**config.mk**
```make
export PLATFORM = sky130hd
export DESIGN_NAME = vend_controller_flat
export DESIGN_NICKNAME = d
export VERILOG_FILES = /design/src/rtl/vend_pkg.sv /design/src/rtl/vend_if.sv /design/src/rtl/vend_credit_reg.sv /design/src/rtl/vend_controller.sv /design/src/flat_wrapper.sv
export SDC_FILE = /design/constraint.sdc
export NUM_CORES = 1
export LEC_CHECK = 0
export BUFFER_PORTS_ARGS = -buffer_cell sky130_fd_sc_hd__buf_2
export CAP_MARGIN = 10
export CORE_MARGIN = 2
export CORE_UTILIZATION = 56
export CTS_BUF_LIST = sky130_fd_sc_hd__clkbuf_2 sky130_fd_sc_hd__clkbuf_4 sky130_fd_sc_hd__clkbuf_8
export DETAILED_ROUTE_END_ITERATION = 8
export PLACE_DENSITY = 0.87
export REMOVE_ABC_BUFFERS = 1
export SYNTH_ARGS = -nofsm -noshare
export SYNTH_HDL_FRONTEND = slang
export SYNTH_SLANG_ARGS = --single-unit
```
**constraint.sdc**
```tcl
create_clock -name clk -period 3.3 [get_ports clk]
set_clock_uncertainty 0.2 [all_clocks]
set_input_delay 0 -clock clk [delete_from_list [all_inputs] [get_ports clk]]
set_output_delay 0 -clock clk [all_outputs]
set_load 0.01 [all_outputs]
```
**src/rtl/vend_pkg.sv**
```systemverilog
// Shared types and default constants for the vending machine controller slice.
package vend_pkg;

    typedef enum logic [1:0] {
        IDLE     = 2'd0,
        CREDIT   = 2'd1,
        DISPENSE = 2'd2,
        PAYOUT   = 2'd3
    } state_t;

    typedef enum logic [1:0] {
        PROD_NONE = 2'd0,
        PROD_A    = 2'd1,
        PROD_B    = 2'd2
    } prod_t;

    typedef enum logic [1:0] {
        CR_HOLD = 2'd0,
        CR_ADD  = 2'd1,
        CR_LOAD = 2'd2,
        CR_DEC  = 2'd3
    } credit_op_t;

    localparam int DEF_W          = 4;
    localparam int DEF_PRICE_A    = 2;
    localparam int DEF_PRICE_B    = 3;
    localparam int DEF_MAX_CREDIT = 15;

endpackage

```
**src/rtl/vend_if.sv**
```systemverilog
// Request/response bundle between the vending front panel, dispenser and controller.
interface vend_if #(parameter int W = 4) ();

    logic         coin_valid;
    logic [W-1:0] coin_value;
    logic         sel_a;
    logic         sel_b;
    logic         cancel;
    logic         disp_ack;
    logic [W-1:0] credit;
    logic         vend_a;
    logic         vend_b;
    logic         dispense_a;
    logic         dispense_b;
    logic         change_pulse;
    logic         coin_reject;
    logic         deny;
    logic         busy;

    modport master (
        output coin_valid, coin_value, sel_a, sel_b, cancel, disp_ack,
        input  credit, vend_a, vend_b, dispense_a, dispense_b,
               change_pulse, coin_reject, deny, busy
    );

    modport slave (
        input  coin_valid, coin_value, sel_a, sel_b, cancel, disp_ack,
        output credit, vend_a, vend_b, dispense_a, dispense_b,
               change_pulse, coin_reject, deny, busy
    );

endinterface

```
**src/rtl/vend_credit_reg.sv**
```systemverilog
// Credit accumulator: add with saturation check, load of change, and unit decrement.
module vend_credit_reg
    import vend_pkg::*;
#(
    parameter int W          = DEF_W,
    parameter int MAX_CREDIT = DEF_MAX_CREDIT
) (
    input  logic         clk,
    input  logic         reset,
    input  credit_op_t   op,
    input  logic [W-1:0] coin_value,
    input  logic [W-1:0] load_value,
    output logic [W-1:0] credit,
    output logic         coin_ok
);

    localparam logic [W:0] MAX_S = (W+1)'(MAX_CREDIT);

    logic [W-1:0] credit_r;
    logic [W:0]   sum_s;

    // Coin acceptance: nonzero and the widened sum stays within the ceiling.
    always_comb begin
        sum_s   = {1'b0, credit_r} + {1'b0, coin_value};
        coin_ok = (coin_value != {W{1'b0}}) && (sum_s <= MAX_S);
    end

    // Credit register update selected by the controller.
    always_ff @(posedge clk or posedge reset) begin
        if (reset) begin
            credit_r <= {W{1'b0}};
        end else begin
            case (op)
                CR_ADD:  credit_r <= sum_s[W-1:0];
                CR_LOAD: credit_r <= load_value;
                CR_DEC:  credit_r <= credit_r - W'(1);
                CR_HOLD: credit_r <= credit_r;
                default: credit_r <= credit_r;
            endcase
        end
    end

    assign credit = credit_r;

endmodule

```
**src/rtl/vend_controller.sv**
```systemverilog
// Vending sequencer: credit accumulation, selection arbitration, dispenser handshake
// and one-unit-per-cycle change/refund payout. All outputs are registered.
module vend_controller
    import vend_pkg::*;
#(
    parameter int W          = DEF_W,
    parameter int PRICE_A    = DEF_PRICE_A,
    parameter int PRICE_B    = DEF_PRICE_B,
    parameter int MAX_CREDIT = DEF_MAX_CREDIT
) (
    input  logic  clk,
    input  logic  reset,
    vend_if.slave bus
);

    state_t       state_r;
    logic [W-1:0] change_r;
    logic         vend_a_r, vend_b_r, dispense_a_r, dispense_b_r;
    logic         change_pulse_r, coin_reject_r, deny_r, busy_r;

    logic [W-1:0] credit_s;
    logic         coin_ok_s;
    credit_op_t   credit_op_s;
    logic         accepting_s, cancel_go_s, sel_req_s, afford_s;
    logic         sale_s, deny_s, coin_accept_s, coin_reject_s;
    logic [W-1:0] price_s;
    prod_t        sale_prod_s;

    vend_credit_reg #(
        .W          (W),
        .MAX_CREDIT (MAX_CREDIT)
    ) u_credit (
        .clk        (clk),
        .reset      (reset),
        .op         (credit_op_s),
        .coin_value (bus.coin_value),
        .load_value (change_r),
        .credit     (credit_s),
        .coin_ok    (coin_ok_s)
    );

    // Same-cycle arbitration: cancel, then sel_a, then sel_b, then coin.
    always_comb begin
        accepting_s = (state_r == IDLE) || (state_r == CREDIT);
        cancel_go_s = (state_r == CREDIT) && bus.cancel;
        sel_req_s   = accepting_s && !cancel_go_s && (bus.sel_a || bus.sel_b);
        if (bus.sel_a) begin
            price_s = W'(PRICE_A);
        end else begin
            price_s = W'(PRICE_B);
        end
        afford_s = (credit_s >= price_s);
        sale_s   = sel_req_s && afford_s;
        deny_s   = sel_req_s && !afford_s;
        if (!sale_s) begin
            sale_prod_s = PROD_NONE;
        end else if (bus.sel_a) begin
            sale_prod_s = PROD_A;
        end else begin
            sale_prod_s = PROD_B;
        end
        // A denied selection does not consume the coin; an accepted one does.
        coin_accept_s = accepting_s && bus.coin_valid && !cancel_go_s && !sale_s && coin_ok_s;
        coin_reject_s = bus.coin_valid && !coin_accept_s;
        if ((state_r == DISPENSE) && bus.disp_ack) begin
            credit_op_s = CR_LOAD;
        end else if (state_r == PAYOUT) begin
            credit_op_s = CR_DEC;
        end else if (coin_accept_s) begin
            credit_op_s = CR_ADD;
        end else begin
            credit_op_s = CR_HOLD;
        end
    end

    // State machine with registered strobes and handshake levels.
    always_ff @(posedge clk or posedge reset) begin
        if (reset) begin
            state_r        <= IDLE;
            change_r       <= {W{1'b0}};
            vend_a_r       <= 1'b0;
            vend_b_r       <= 1'b0;
            dispense_a_r   <= 1'b0;
            dispense_b_r   <= 1'b0;
            change_pulse_r <= 1'b0;
            coin_reject_r  <= 1'b0;
            deny_r         <= 1'b0;
            busy_r         <= 1'b0;
        end else begin
            vend_a_r       <= 1'b0;
            vend_b_r       <= 1'b0;
            change_pulse_r <= 1'b0;
            coin_reject_r  <= coin_reject_s;
            deny_r         <= deny_s;
            case (state_r)
                IDLE, CREDIT: begin
                    if (cancel_go_s) begin
                        state_r <= PAYOUT;
                        busy_r  <= 1'b1;
                    end else if (sale_prod_s != PROD_NONE) begin
                        state_r      <= DISPENSE;
                        busy_r       <= 1'b1;
                        change_r     <= credit_s - price_s;
                        vend_a_r     <= (sale_prod_s == PROD_A);
                        vend_b_r     <= (sale_prod_s == PROD_B);
                        dispense_a_r <= (sale_prod_s == PROD_A);
                        dispense_b_r <= (sale_prod_s == PROD_B);
                    end else if (coin_accept_s) begin
                        state_r <= CREDIT;
                    end else begin
                        state_r <= state_r;
                    end
                end
                DISPENSE: begin
                    if (bus.disp_ack) begin
                        dispense_a_r <= 1'b0;
                        dispense_b_r <= 1'b0;
                        if (change_r == {W{1'b0}}) begin
                            state_r <= IDLE;
                            busy_r  <= 1'b0;
                        end else begin
                            state_r <= PAYOUT;
                        end
                    end else begin
                        state_r <= DISPENSE;
                    end
                end
                PAYOUT: begin
                    change_pulse_r <= 1'b1;
                    if (credit_s == W'(1)) begin
                        state_r <= IDLE;
                        busy_r  <= 1'b0;
                    end else begin
                        state_r <= PAYOUT;
                    end
                end
                default: begin
                    state_r <= IDLE;
                    busy_r  <= 1'b0;
                end
            endcase
        end
    end

    assign bus.credit       = credit_s;
    assign bus.vend_a       = vend_a_r;
    assign bus.vend_b       = vend_b_r;
    assign bus.dispense_a   = dispense_a_r;
    assign bus.dispense_b   = dispense_b_r;
    assign bus.change_pulse = change_pulse_r;
    assign bus.coin_reject  = coin_reject_r;
    assign bus.deny         = deny_r;
    assign bus.busy         = busy_r;

endmodule
```
**src/flat_wrapper.sv**
```systemverilog
// flat-port wrapper written by rule: the top's interface ports become plain ports
module vend_controller_flat import vend_pkg::*;
#(
    parameter int W          = DEF_W,
    parameter int PRICE_A    = DEF_PRICE_A,
    parameter int PRICE_B    = DEF_PRICE_B,
    parameter int MAX_CREDIT = DEF_MAX_CREDIT
)
  (clk, reset, bus_coin_valid, bus_coin_value, bus_sel_a, bus_sel_b, bus_cancel, bus_disp_ack, bus_credit, bus_vend_a, bus_vend_b, bus_dispense_a, bus_dispense_b, bus_change_pulse, bus_coin_reject, bus_deny, bus_busy);
  vend_if #(.W(W)) bus_i ();
  input  logic clk;
  input  logic reset;
  input wire logic [$bits(bus_i.coin_valid)-1:0] bus_coin_valid;
  input wire logic [$bits(bus_i.coin_value)-1:0] bus_coin_value;
  input wire logic [$bits(bus_i.sel_a)-1:0] bus_sel_a;
  input wire logic [$bits(bus_i.sel_b)-1:0] bus_sel_b;
  input wire logic [$bits(bus_i.cancel)-1:0] bus_cancel;
  input wire logic [$bits(bus_i.disp_ack)-1:0] bus_disp_ack;
  output wire logic [$bits(bus_i.credit)-1:0] bus_credit;
  output wire logic [$bits(bus_i.vend_a)-1:0] bus_vend_a;
  output wire logic [$bits(bus_i.vend_b)-1:0] bus_vend_b;
  output wire logic [$bits(bus_i.dispense_a)-1:0] bus_dispense_a;
  output wire logic [$bits(bus_i.dispense_b)-1:0] bus_dispense_b;
  output wire logic [$bits(bus_i.change_pulse)-1:0] bus_change_pulse;
  output wire logic [$bits(bus_i.coin_reject)-1:0] bus_coin_reject;
  output wire logic [$bits(bus_i.deny)-1:0] bus_deny;
  output wire logic [$bits(bus_i.busy)-1:0] bus_busy;
  assign bus_i.coin_valid = bus_coin_valid;
  assign bus_i.coin_value = bus_coin_value;
  assign bus_i.sel_a = bus_sel_a;
  assign bus_i.sel_b = bus_sel_b;
  assign bus_i.cancel = bus_cancel;
  assign bus_i.disp_ack = bus_disp_ack;
  assign bus_credit = bus_i.credit;
  assign bus_vend_a = bus_i.vend_a;
  assign bus_vend_b = bus_i.vend_b;
  assign bus_dispense_a = bus_i.dispense_a;
  assign bus_dispense_b = bus_i.dispense_b;
  assign bus_change_pulse = bus_i.change_pulse;
  assign bus_coin_reject = bus_i.coin_reject;
  assign bus_deny = bus_i.deny;
  assign bus_busy = bus_i.busy;
  vend_controller #(.W(W), .PRICE_A(PRICE_A), .PRICE_B(PRICE_B), .MAX_CREDIT(MAX_CREDIT)) u_core (.clk(clk), .reset(reset), .bus(bus_i));
endmodule
```
==> report_table.html <==
<table>
<tr><th>Metric</th><th>Value</th></tr>
<tr><th colspan="2">Status</th></tr>
<tr><td>Outcome</td><td>finished clean</td></tr>
<tr><th colspan="2">Place</th></tr>
<tr><td>Area after DPL</td><td>around 1300 um2</td></tr>
<tr><td>Number of placed instances with taps included</td><td>159</td></tr>
<tr><td>Placer Congestion</td><td>0.934</td></tr>
<tr><td>Final HPWL DP</td><td>between 2000 and 2500 um</td></tr>
<tr><td># port buffers</td><td>22</td></tr>
<tr><th colspan="2">CTS</th></tr>
<tr><td>Clock Path Buffers</td><td>2</td></tr>
<tr><td>Post-CTS Setup Repair Bufs</td><td>0</td></tr>
<tr><td>Clock latency at the later pin of the worst-skew pair</td><td>300 ps</td></tr>
<tr><td>CTS tree</td><td>done</td></tr>
<tr><td>Number of levels the H-tree was split into</td><td>1</td></tr>
<tr><td>CTS clock-pin slew for the worst setup and hold paths</td><td>100 ps</td></tr>
<tr><td>Clk sink count</td><td>18</td></tr>
<tr><td>Number of CTS-inserted buffers</td><td>3</td></tr>
<tr><td>Hold_buf cts</td><td>5</td></tr>
<tr><td>Root buf cell</td><td>clkbuf_4</td></tr>
<tr><td>Number of gates resized after cts</td><td>0</td></tr>
<tr><th colspan="2">Floorplan</th></tr>
<tr><td>Std cell rows</td><td>16</td></tr>
<tr><td>Total die area</td><td>around 2500 um2</td></tr>
<tr><td>Initial core utilization</td><td>59.1%</td></tr>
<tr><td>Height of the chip</td><td>49.5 um</td></tr>
<tr><td>Die width</td><td>49.5 um</td></tr>
<tr><td>Std-Cell Core Area</td><td>1960 um2</td></tr>
<tr><td>Boundary Pins</td><td>23</td></tr>
<tr><th colspan="2">Hold path</th></tr>
<tr><td>Hold/Removal Path Class</td><td>primary input to flop</td></tr>
<tr><td>Capture endpoint of the worst hold path</td><td>u_core.u_credit.credit[0]$_DFFE_PP0P_</td></tr>
<tr><td>Number of instances on the worst hold path</td><td>4</td></tr>
<tr><td>Worst hold start</td><td>bus_coin_value[0]</td></tr>
<tr><th colspan="2">Yosys</th></tr>
<tr><td>Share of Yosys cell area claimed by the top area cell type</td><td>38.8%</td></tr>
<tr><td>Number of distinct library cells after synthesis</td><td>44</td></tr>
<tr><td>Synthesized area per cell</td><td>10.2 um2</td></tr>
<tr><td>Number of instances in the synthesized netlist</td><td>approximately 110</td></tr>
<tr><td>Post-synthesis cell area</td><td>about 1200 um2</td></tr>
<tr><td>Cells taking the most area after synthesis</td><td>dfrtp_1 (39%), ha_1 (8.6%), a21oi_1 (3.9%)</td></tr>
<tr><td>Seq/Total Area, Yosys</td><td>38.8%</td></tr>
<tr><td>Library cell occupying the most area in the post-synthesis netlist</td><td>dfrtp_1</td></tr>
<tr><td>#FFs+latches synth</td><td>18</td></tr>
<tr><td>Ys Warns</td><td>0</td></tr>
<tr><th colspan="2">Global routing</th></tr>
<tr><td>First-pass GRT wire length</td><td>4590 um</td></tr>
<tr><td>Via count of the first global-routing pass</td><td>~1,000</td></tr>
<tr><td>Number of antenna violations at the first check in global routing</td><td>0</td></tr>
<tr><td>Pin count of the biggest net entering global routing</td><td>19</td></tr>
<tr><td>GRT Util Overall</td><td>about a quarter</td></tr>
<tr><td>GRT overflow</td><td>0</td></tr>
<tr><th colspan="2">Layout</th></tr>
<tr><td>Number of non-filler instances in the completed layout</td><td>168</td></tr>
<tr><td>Most used cells in the layout excluding fill and tap cells</td><td>buf_2 (22), dfrtp_1 (18), a21oi_1 (9), o21ai_0 (9)</td></tr>
<tr><td>Post-layout utilization of the core</td><td>69.3%</td></tr>
<tr><td>Layout Area Growth over Synthesis</td><td>17.3%</td></tr>
<tr><td>Commonest non-fill, non-tap cell in the layout</td><td>buf_2</td></tr>
<tr><td>Post-layout net count</td><td>162</td></tr>
<tr><td>Fraction of final layout cells sized beyond drive strength 1</td><td>25.5%</td></tr>
<tr><td>Antenna diode count</td><td>0</td></tr>
<tr><td>Fillcell total</td><td>157</td></tr>
<tr><td>Flip-flop and latch area</td><td>450 um2</td></tr>
<tr><td>Multi-input logic area</td><td>649 um2</td></tr>
<tr><td>Area of all placed cells without fillers</td><td>1360 um2</td></tr>
<tr><th colspan="2">Setup path</th></tr>
<tr><td>Worst R2R Path Depth</td><td>7</td></tr>
<tr><td>Data required time of the critical path</td><td>3300 ps</td></tr>
<tr><td>Flop-to-flop setup slack</td><td>600 ps</td></tr>
<tr><td>CP Max Fanout</td><td>12</td></tr>
<tr><td>Arrival time reported for the critical path endpoint</td><td>2690 ps</td></tr>
<tr><td>Category of the critical setup timing path</td><td>flop to flop</td></tr>
<tr><td>Worst reg2reg path endpoint</td><td>u_core.change_r[1]$_DFFE_PP0P_</td></tr>
<tr><td>Worst Setup End Kind</td><td>flop</td></tr>
<tr><td>Reg2Reg Launch Point</td><td>u_core.u_credit.credit[0]$_DFFE_PP0P_</td></tr>
<tr><td>Kind of start point of the critical path</td><td>flop</td></tr>
<tr><th colspan="2">Timing</th></tr>
<tr><td>Worst Hold Slack</td><td>12.6 ps</td></tr>
<tr><td>Period utilisation layout</td><td>between 80% and 90%</td></tr>
<tr><td>Setup Viol. Count Final</td><td>0</td></tr>
<tr><td>RSZ-0062 raised after global routing</td><td>false</td></tr>
<tr><td>Hold violation count in the final report</td><td>0</td></tr>
<tr><td>Headroom to the max-slew limit</td><td>55.3%</td></tr>
<tr><td>Highest attainable clock frequency</td><td>0.371 GHz</td></tr>
<tr><td>Sum of negative setup slack</td><td>0 ps</td></tr>
<tr><td>Clock period minus worst slack</td><td>2700 ps</td></tr>
<tr><td>Number of pins exceeding their max-slew limit in the final report</td><td>0</td></tr>
<tr><td>Tightest Pin Transition</td><td>669 ps</td></tr>
<tr><th colspan="2">Routing</th></tr>
<tr><td>Vias/cell</td><td>5.94</td></tr>
<tr><td>Count of antenna-violating nets left after detailed routing</td><td>0</td></tr>
<tr><td>Total via count after detailed routing</td><td>998</td></tr>
<tr><td>Initial DRC Count</td><td>25</td></tr>
<tr><td>Count of unresolved DRC violations after routing</td><td>0</td></tr>
<tr><td>Number of optimization iterations in the first detailed-route pass</td><td>4</td></tr>
<tr><td>Routed length per instance</td><td>15.8 um</td></tr>
<tr><td>Detailed Route WL</td><td>2650 um</td></tr>
<tr><th colspan="2">Pwr</th></tr>
<tr><td>Cell area power density</td><td>897 nW/um2</td></tr>
<tr><td>Pleak</td><td>0.636 nW</td></tr>
<tr><td>Worst-case vdd ir drop</td><td>0.000696 V</td></tr>
<tr><th colspan="2">Run</th></tr>
<tr><td>Number of violations of the max-capacitance limit</td><td>0</td></tr>
</table>
-- metal layers --
metal | track usage, % | vias to the layer above | wire, um
li1 | - | 474 | -
met1 | 30.6 | 472 | 1090
met2 | 41.2 | 46 | 1310
met3 | 6.36 | 6 | 194
met4 | 8.33 | 0 | 48
met5 | 0 | - | 0
-- sequential cells by signal, summed over array words and instances (netlist names) --
name                     cells
u_core.bus.dispense_a        1
u_core.u_credit.credit       4
u_core.bus.vend_a            1
u_core.bus.coin_reject       1
u_core.bus.change_pulse      1
u_core.state_r               2
u_core.change_r              4
u_core.bus.dispense_b        1
u_core.bus.vend_b            1
u_core.bus.busy              1
u_core.bus.deny              1
-- layout make-up --
type | count | area share (%)
clock buffers | 4 | 2.67
inverters | 8 | 2.21
multi-input cells | 84 | 47.7
flip-flops and latches | 18 | 33.1
well taps | 27 | 2.48
repair buffers | 27 | 11.8
-- how the worst max path moves through the flow --
stage,startpoint,end,slack [ps]
after global placement,u_core.u_credit.credit[0]$_DFFE_PP0P_,u_core.change_r[1]$_DFFE_PP0P_,750
after CTS,u_core.u_credit.credit[0]$_DFFE_PP0P_,u_core.change_r[1]$_DFFE_PP0P_,610
after global routing,u_core.u_credit.credit[0]$_DFFE_PP0P_,u_core.change_r[1]$_DFFE_PP0P_,460
after floorplan,u_core.u_credit.credit[0]$_DFFE_PP0P_,u_core.change_r[1]$_DFFE_PP0P_,810
final,u_core.u_credit.credit[0]$_DFFE_PP0P_,u_core.change_r[1]$_DFFE_PP0P_,600
after detailed placement,u_core.u_credit.credit[0]$_DFFE_PP0P_,u_core.change_r[1]$_DFFE_PP0P_,650
-- cells by family after synthesis --
kind of cell / count (synthesis) / share of synthesized area, %
AOI/OAI and AO/OA: 37 / 23.8
and+or+nand+nor: 31 / 16.1
DFF: 18 / 38.8
buffers and inverters: 12 / 5.18
adders and majority gates: 9 / 10.4
xor gates and xnor gates: 5 / 3.78
muxes: 2 / 1.94
-- critical path, stage by stage, from the launching register on --
cell	delay (ps)
dfrtp_1	480
inv_1	140
ha_1	160
inv_1	60
ha_1	230
a2111oi_4	450
or3b_1	480
mux2_2	390
-- cells in the mapped netlist, drive strengths merged --
cell type / instances
nor2b: 1
o211a: 1
o22ai: 1
or4: 1
fa: 1
dfrtp: 18
a21oi: 9
buf: 2
xnor2: 3
nand3b: 1
o31a: 1
nor3b: 1
and3b: 1
a21o: 3
a2bb2oi: 1
clkbuf: 2
o32ai: 1
a2111oi: 1
o2111ai: 2
nor2: 8
o21a: 1
and2: 2
nand2: 6
ha: 8
a221oi: 1
and3: 1
or2: 1
xor2: 2
o31ai: 1
mux2: 2
a211oi: 1
o211ai: 1
a22oi: 1
inv: 8
a32oi: 1
o21ai: 9
nand3: 2
or3b: 1
nor4: 3
o2bb2ai: 1
nor3: 2
-- per-stage QoR --
| stage | worst slack, ps | power [W] |
|---|---|---|
| final | 602 | 0.00122 |
| after floorplan | 807 | 0.000881 |
| after detailed placement | 649 | 0.00107 |
| after CTS | 614 | 0.00122 |
| after global placement | 752 | 0.00104 |
| after global routing | 458 | 0.00132 |
-- power by group --
part	internal, W	switching (W)	leakage, nW
combinational	0.000303	0.000328	0.400
sequential	0.000304	0.000148	0.216
clock	0.0000674	0.0000688	0.0210
(Power assumes the default switching activity.)
